[config.mk]
export PLATFORM = sky130hd
export DESIGN_NAME = boot_loader_ctrl_flat
export DESIGN_NICKNAME = d
export VERILOG_FILES = /design/src/rtl/boot_loader_ctrl_if.sv /design/src/rtl/boot_loader_ctrl.sv /design/src/flat_wrapper.sv
export SDC_FILE = /design/constraint.sdc
export NUM_CORES = 1
export LEC_CHECK = 0
export CAP_MARGIN = 20
export CELL_PAD_IN_SITES_DETAIL_PLACEMENT = 1
export CELL_PAD_IN_SITES_GLOBAL_PLACEMENT = 1
export CORE_ASPECT_RATIO = 1.4
export CORE_MARGIN = 1.5
export CORE_UTILIZATION = 35
export CTS_BUF_LIST = sky130_fd_sc_hd__clkbuf_16
export DETAILED_ROUTE_END_ITERATION = 16
export GPL_ROUTABILITY_DRIVEN = 0
export PLACE_DENSITY_LB_ADDON = 0.2
export SKIP_LAST_GASP = 1
export SLEW_MARGIN = 20
export SYNTH_ARGS = -nofsm -noshare
export SYNTH_HDL_FRONTEND = slang
export SYNTH_SLANG_ARGS = --single-unit
[constraint.sdc]
create_clock -name clk -period 7.4 [get_ports clk]
set_clock_uncertainty 0.05 [all_clocks]
set_input_delay 1.48 -clock clk [delete_from_list [all_inputs] [get_ports clk]]
set_output_delay 1.48 -clock clk [all_outputs]
set_load 0.05 [all_outputs]
[src/rtl/boot_loader_ctrl_if.sv]
// Byte-stream input and imem write-port bundle for the boot loader.
// master = byte source / imem side, slave = loader.
interface boot_loader_ctrl_if;
   logic        s_valid;
   logic [7:0]  s_data;
   logic        s_ready;
   logic        imem_we;
   logic [31:0] imem_wa;
   logic [31:0] imem_wd;

   modport master (
      output s_valid, s_data,
      input  s_ready, imem_we, imem_wa, imem_wd
   );

   modport slave (
      input  s_valid, s_data,
      output s_ready, imem_we, imem_wa, imem_wd
   );
endinterface

[src/rtl/boot_loader_ctrl.sv]
// Boot loader: holds the core in reset, loads a framed little-endian word stream
// into imem from address 0, verifies an 8-bit checksum, then releases the core.
module boot_loader_ctrl #(
   parameter int unsigned MAX_WORDS = 256,
   parameter int unsigned CNT_W     = 16
) (
   input  logic                      clk,
   input  logic                      reset,
   input  logic                      load_req,
   boot_loader_ctrl_if.slave         bus,
   output logic                      core_reset,
   output logic                      busy,
   output logic                      done,
   output logic                      err
);

   typedef enum logic [2:0] {LEN0, LEN1, DATA, CSUM, RUN, ERR} state_t;

   localparam logic [16:0] MAX_N = 17'(MAX_WORDS);

   state_t           state, state_nx;
   logic [1:0]       byte_cnt;
   logic [CNT_W-1:0] idx;
   logic [CNT_W-1:0] n_words;
   logic [7:0]       cnt_lo;
   logic [7:0]       csum;
   logic [23:0]      word_buf;
   logic [16:0]      n_frame;
   logic             accept;
   logic             last_word;
   logic             core_reset_nx, busy_nx, done_nx, err_nx;

   assign n_frame   = {1'b0, bus.s_data, cnt_lo};
   assign accept    = bus.s_valid && bus.s_ready;
   assign last_word = (idx == n_words - CNT_W'(1));

   // State register; status flags are registered from the next state so they
   // change on the same edge as the state they describe.
   always_ff @(posedge clk) begin
      if (reset) begin
         state      <= LEN0;
         core_reset <= 1'b1;
         busy       <= 1'b0;
         done       <= 1'b0;
         err        <= 1'b0;
      end else begin
         state      <= state_nx;
         core_reset <= core_reset_nx;
         busy       <= busy_nx;
         done       <= done_nx;
         err        <= err_nx;
      end
   end

   always_comb begin
      state_nx = state;
      if (load_req) begin
         state_nx = LEN0;
      end else if (accept) begin
         unique case (state)
            LEN0: state_nx = LEN1;
            LEN1: begin
               if (n_frame == 17'd0)
                  state_nx = CSUM;
               else if (n_frame > MAX_N)
                  state_nx = ERR;
               else
                  state_nx = DATA;
            end
            DATA: if (byte_cnt == 2'd3 && last_word) state_nx = CSUM;
            CSUM: state_nx = (bus.s_data == csum) ? RUN : ERR;
            default: state_nx = state;
         endcase
      end
   end

   always_comb begin
      bus.s_ready   = 1'b0;
      if ((state == LEN0 || state == LEN1 || state == DATA || state == CSUM)
          && !load_req && !reset)
         bus.s_ready = 1'b1;
      core_reset_nx = (state_nx != RUN);
      busy_nx       = (state_nx == LEN1 || state_nx == DATA || state_nx == CSUM);
      done_nx       = (state_nx == RUN);
      err_nx        = (state_nx == ERR);
   end

   // Datapath: byte assembly, word index, checksum and the imem write port.
   always_ff @(posedge clk) begin
      if (reset) begin
         byte_cnt    <= '0;
         idx         <= '0;
         n_words     <= '0;
         cnt_lo      <= '0;
         csum        <= '0;
         word_buf    <= '0;
         bus.imem_we <= 1'b0;
         bus.imem_wa <= '0;
         bus.imem_wd <= '0;
      end else if (load_req) begin
         byte_cnt    <= '0;
         idx         <= '0;
         csum        <= '0;
         bus.imem_we <= 1'b0;
      end else begin
         bus.imem_we <= 1'b0;
         if (accept) begin
            csum <= csum + bus.s_data;
            unique case (state)
               LEN0: cnt_lo  <= bus.s_data;
               LEN1: n_words <= CNT_W'(n_frame[15:0]);
               DATA: begin
                  byte_cnt <= byte_cnt + 2'd1;
                  unique case (byte_cnt)
                     2'd0: word_buf[7:0]   <= bus.s_data;
                     2'd1: word_buf[15:8]  <= bus.s_data;
                     2'd2: word_buf[23:16] <= bus.s_data;
                     default: begin
                        bus.imem_we <= 1'b1;
                        bus.imem_wa <= 32'({idx, 2'b00});
                        bus.imem_wd <= {bus.s_data, word_buf};
                        idx         <= idx + CNT_W'(1);
                     end
                  endcase
               end
               default: ;
            endcase
         end
      end
   end

endmodule

[src/flat_wrapper.sv]
// flat-port wrapper written by rule: the top's interface ports become plain ports
module boot_loader_ctrl_flat 
#(
   parameter int unsigned MAX_WORDS = 256,
   parameter int unsigned CNT_W     = 16
)
  (clk, reset, load_req, core_reset, busy, done, err, bus_s_valid, bus_s_data, bus_s_ready, bus_imem_we, bus_imem_wa, bus_imem_wd);
  boot_loader_ctrl_if bus_i ();
  input  logic clk;
  input  logic reset;
  input  logic load_req;
  output logic core_reset;
  output logic busy;
  output logic done;
  output logic err;
  input wire logic [$bits(bus_i.s_valid)-1:0] bus_s_valid;
  input wire logic [$bits(bus_i.s_data)-1:0] bus_s_data;
  output wire logic [$bits(bus_i.s_ready)-1:0] bus_s_ready;
  output wire logic [$bits(bus_i.imem_we)-1:0] bus_imem_we;
  output wire logic [$bits(bus_i.imem_wa)-1:0] bus_imem_wa;
  output wire logic [$bits(bus_i.imem_wd)-1:0] bus_imem_wd;
  assign bus_i.s_valid = bus_s_valid;
  assign bus_i.s_data = bus_s_data;
  assign bus_s_ready = bus_i.s_ready;
  assign bus_imem_we = bus_i.imem_we;
  assign bus_imem_wa = bus_i.imem_wa;
  assign bus_imem_wd = bus_i.imem_wd;
  boot_loader_ctrl #(.MAX_WORDS(MAX_WORDS), .CNT_W(CNT_W)) u_core (.clk(clk), .reset(reset), .load_req(load_req), .bus(bus_i), .core_reset(core_reset), .busy(busy), .done(done), .err(err));
endmodule
== Word level (Yosys, flattened, before mapping) ==
Index checks and enable logic that the tools add are counted.

* Output and inout bits: 70
* Bits in writable memories: 0
* Bits in registers: 130
* Memories kept: 0
* ROM bits: 0
* Latch bits: 0

* Bitwise operators: 4
* $mul: 0
* Mux-type cells: 9
* $lt $le $gt $ge: 1
* Equal/unequal tests: 14
* Div/mod/pow operators: 0
* Reductions and logical operators: 25
* $add $sub $neg: 4
* Shift-type cells: 0

{| class="wikitable"
|+ Operator list
! cell !! count
|-
| 17-bit logical NOT || 1
|-
| 16-bit by 1-bit adder with 16-bit output, second input constant || 1
|-
| 16-bit == test || 1
|-
| 16-bit by 9-bit greater-than comparator with 1-bit output, second input constant || 1
|-
| 4-bit AND reduction || 4
|-
| 16-bit by 1-bit subtractor with 16-bit output, second input constant || 1
|-
| 3-bit two-way mux || 5
|-
| 3-bit by 2-bit == test with 1-bit output, second input constant || 4
|-
| 3-bit case mux with 4 select lines || 1
|-
| 3-bit AND reduction || 3
|-
| 8-bit adder || 1
|-
| 8-bit == test || 1
|-
| 3-bit by 1-bit == test with 1-bit output, second input constant || 2
|-
| 3-bit == test, second input constant || 2
|-
| 1-bit logical OR || 5
|-
| 2-bit == test, second input constant || 2
|-
| 1-bit logical AND || 4
|-
| 1-bit inverter || 4
|-
| 4-bit OR reduction || 1
|-
| 3-bit logical NOT || 1
|-
| 1-bit two-way mux || 3
|-
| 3-bit inequality test, second input constant || 1
|-
| 3-bit OR reduction || 1
|-
| 2-bit by 1-bit adder with 2-bit output, second input constant || 1
|-
| 5 further kinds || 6
|}

== Longest topological paths before layout ==
* Depth in word-level cells: 13
* Depth in mapped cells: 9
* Depth with buffers taken out: 9

== Worst setup path before layout ==
No wires, ideal clock.

* Kind: input -> output
* From: input port load_req
* To: output port bus_s_ready
* Path slack: 3.260 ns
* Data required time: 5.870 ns
* Cell stages on the path: 3
* Arrival: 2.610 ns
* Path buffers: 1
* Cells stage by stage: or2_0 -> clkbuf_1 -> nor2_1

* Longest elaborated chain between the ends: 4

{| class="wikitable"
|+ Ends and longest elaborated chain
! what !! RTL line !! source
|-
| start: declaration || flat_wrapper.sv:11 || <nowiki>input logic load_req;</nowiki>
|-
| 1-bit logical NOT || boot_loader_ctrl.sv:80 || <nowiki>&& !load_req && !reset)</nowiki>
|-
| 1-bit logical AND (2 in a row) || boot_loader_ctrl.sv:80 ||
|-
| 1-bit two-way mux || boot_loader_ctrl.sv:79 || <nowiki>if ((state == LEN0 || state == LEN1 || state == DATA || state == CSUM)</nowiki>
|-
| end: declaration || flat_wrapper.sv:18 || <nowiki>output wire logic [$bits(bus_i.s_ready)-1:0] bus_s_ready;</nowiki>
|}

No other way between the ends.

== Final worst setup path ==
Same ends and word-level chain as after synthesis.

==> results.ini <==
[die]
io_pins = 82
fp.dieW_um = 112
die_y_um = 155
die_area_um2 = 17400
core_um2 = 16200
rows = 55
start_util_pct = 35.9

[hold_path]
hold-path-endpoint = u_core.bus.imem_wd[11]$_SDFFE_PP0P_
hold_depth = 2
hp-class = flop to flop
min-delay-start = u_core.bus.imem_wd[11]$_SDFFE_PP0P_

[global_route]
grt_pass1_vias = 5201
grt_max_degree = 103
gr-total-overflow = 0
track_usage_pct = 19.6
antenna_found_initial = 0
grt_pass1_wl_um = 27000

[setup_path]
cpMaxStageDelayCell = clkdlybuf4s50_1
path_delay_family = buffers and inverters
crit_path_cell_trace = clkdlybuf4s50_1 > or2_0 > nor2_1 > clkdlybuf4s50_1
max_stage_delay_ns = 0.82
reg2regPathDepth = 8
r2r_slack_ns = 4.35
rr_endpoint = u_core.done$_SDFF_PP0_
crit_type = primary input to output pin
arrival_ns = 3.19
crit_top_cell = clkdlybuf4s50_1
cp_max_fo = 6
critPathLaunchType = primary input
crit_buf_inv = 2
end_kind = output pin
crit_required_ns = 5.87
reg2reg_from = u_core.n_words[0]$_SDFFE_PP0P_

[cts]
cts_tree = yes
worstSkewPairLatency_ns = 0.43
clk_pin_slew_ns = 0.06
post_cts_buffers = 0
htreeDepth = 4
cts_buffer_depth = 2
cts_made_buffers = 17
cts_resized = 0
cts.sinks = 130
ctsHoldBuffers = 0
cts_root_buf = clkbuf_16

[power]
p_leak_nw = 2.56
irDropWorstVdd_v = 0.000131
powerDensity_nw_per_um2 = 224

[placement]
dp_hpwl_um = 11200
port_buffers = 65

[cells_and_area]
drive_gt1_share_pct = 6.11
fin_nets = 782
multiInputGateArea_um2 = 2920
area_delta_synth_final_pct = 22.0
seqCellArea_um2 = 2600
fill_cells = 1936
diodes = 0

[route]
first_pass_iters = 6
drt_iter0_drc = 155
drtAntennaViolNets = 0
wl_um = 16300
vias_per_cell = 5.14
drc = 0
vias = 4977
wire_per_inst_um = 16.8

[timing]
maxSlewHeadroom_pct = 29.2
maxSlewViolCount = 0
rsz0062_at_grt = no
worst_pin_slew_ns = 1.06
setup_viol = 0
final-hold-violation-count = 0
holdWs_ns = 0.404
timing.final.crit_share_pct = 63.8
period_minus_slack_ns = 4.72
timing.setup.tns_ns = 0
fmax_mhz = 212

[synthesis]
ys_seq_elements = 130
syn_area_per_cell_um2 = 8.19
seq_area_frac_synth_pct = 44.9
synth-edff-count = 0
synth_area_um2 = 5800
synth_cells = 708
async_flop_share_pct = 0
ys.flop_type = dfxtp_1
ys_types = 58
yosysWarnings = 0

[status]
status = complete, no violations

[job]
drv_cap = 0

## worst min-delay path: cells and delay by family (launching register included)
| family | cells | cell delay, ns |
|---|---|---|
| compound gates | 1 | 0.05 |
| simple gates | 1 | 0.05 |
| flops | 1 | 0.31 |
## routing by layer
layer  track usage, %  vias up  wire length, um
met5                0        -                0
met4             7.78        0              409
met3             4.44       28              499
met2             34.9       87             8260
met1             22.7     2391             7100
li1                 -     2471                -
## worst max-delay path by stage
stage          depth (start not counted)  slack (ns)     start                          to
4_1_cts                                4        2.69  load_req                 bus_s_ready
3_3_place_gp                           8        2.58     reset      u_core.busy$_SDFF_PP0_
6_report                               4        2.68  load_req                 bus_s_ready
5_1_grt                                4        2.63  load_req                 bus_s_ready
2_1_floorplan                          3        3.26  load_req                 bus_s_ready
3_5_place_dp                           8        2.43  load_req  u_core.idx[3]$_SDFFE_PP0P_
## cell type report
class                   instances  area share, %
multi-input cells             520           41.3
flip-flops and latches        130           36.8
repair buffers                 69           9.55
well taps                     199           3.52
clock buffers                  17           6.01
clock inverters                15           1.89
inverters                      18          0.955
## placed cells by master, fill, tap and decap left out, types with 5 or more instances in the layout
cell type,n
nand2_1,137
dfxtp_1,130
a21oi_1,88
clkdlybuf4s50_1,64
nor2_1,57
nand3_1,36
mux2i_1,22
xor2_1,19
inv_1,18
o21ai_0,17
clkbuf_16,17
conb_1,16
xnor2_1,15
ha_1,13
nor3_1,11
or3_1,8
nor4_1,6
and3_1,5
## cells by family after synthesis
group,after synthesis,synth area share (%)
AO/OA/AOI/OAI,133,13.0
AND/OR/NAND/NOR,301,24.1
buffers and inverters,73,5.91
adder cells (fa/ha/maj),14,3.15
multiplexers,22,3.80
flip-flops,130,44.9
other,1,0.0647
XOR/XNOR,34,5.14
## metrics by stage
stage	setup slack, ns	power [W]	utilization [%]	cells	instance area (um2)
after floorplan	3.26	0.000784	-	723	5850
after global placement	2.58	0.000802	40.2	936	6510
after detailed placement	2.43	0.000805	40.2	936	6510
after CTS	2.69	0.00161	43.7	968	7070
after global routing	2.63	0.00164	43.8	968	7080
final	2.68	0.00159	43.8	968	7080
## report_power, final
| part | switching [W] | internal, W |
|---|---|---|
| combinational | 0.0000605 | 0.0000216 |
| clock | 0.000336 | 0.000463 |
| sequential | 0.00000316 | 0.000704 |
| total | 0.000399 | 0.00119 |
## cells in the mapped netlist, types with 2 or more instances
library cell / count / share of area (%)
a2111oi_0: 3 / 0.45
a211oi_1: 3 / 0.39
a21o_1: 3 / 0.39
a21oi_1: 88 / 7.6
a31oi_1: 2 / 0.22
and2_1: 2 / 0.22
and3_1: 5 / 0.54
and4_1: 2 / 0.30
buf_4: 16 / 2.1
clkbuf_1: 36 / 2.3
dfxtp_1: 130 / 45
ha_1: 13 / 2.8
inv_1: 17 / 1.1
mux2i_1: 22 / 3.8
nand2_1: 137 / 8.9
nand2b_1: 4 / 0.43
nand3_1: 37 / 3.2
nand3b_1: 4 / 0.52
nand4_1: 3 / 0.32
nand4b_1: 2 / 0.30
nor2_1: 57 / 3.7
nor2b_1: 4 / 0.43
nor3_1: 11 / 0.95
nor3b_1: 2 / 0.26
nor4_1: 6 / 0.65
o211ai_1: 2 / 0.26
o21ai_0: 17 / 1.5
o21bai_1: 2 / 0.26
o31ai_1: 4 / 0.52
or2_2: 4 / 0.43
or3_1: 8 / 0.86
or4_1: 4 / 0.52
xnor2_1: 15 / 2.3
xor2_1: 19 / 2.9
## registers in the layout (all words and copies together) (netlist names), 2 cells and up
name / cells
u_core.csum: 8
u_core.idx: 16
u_core.cnt_lo: 8
u_core.bus.imem_wd: 32
u_core.byte_cnt: 2
u_core.word_buf: 24
u_core.state: 3
u_core.bus.imem_wa: 16
u_core.n_words: 16
Power figures use the tool's default switching activity.
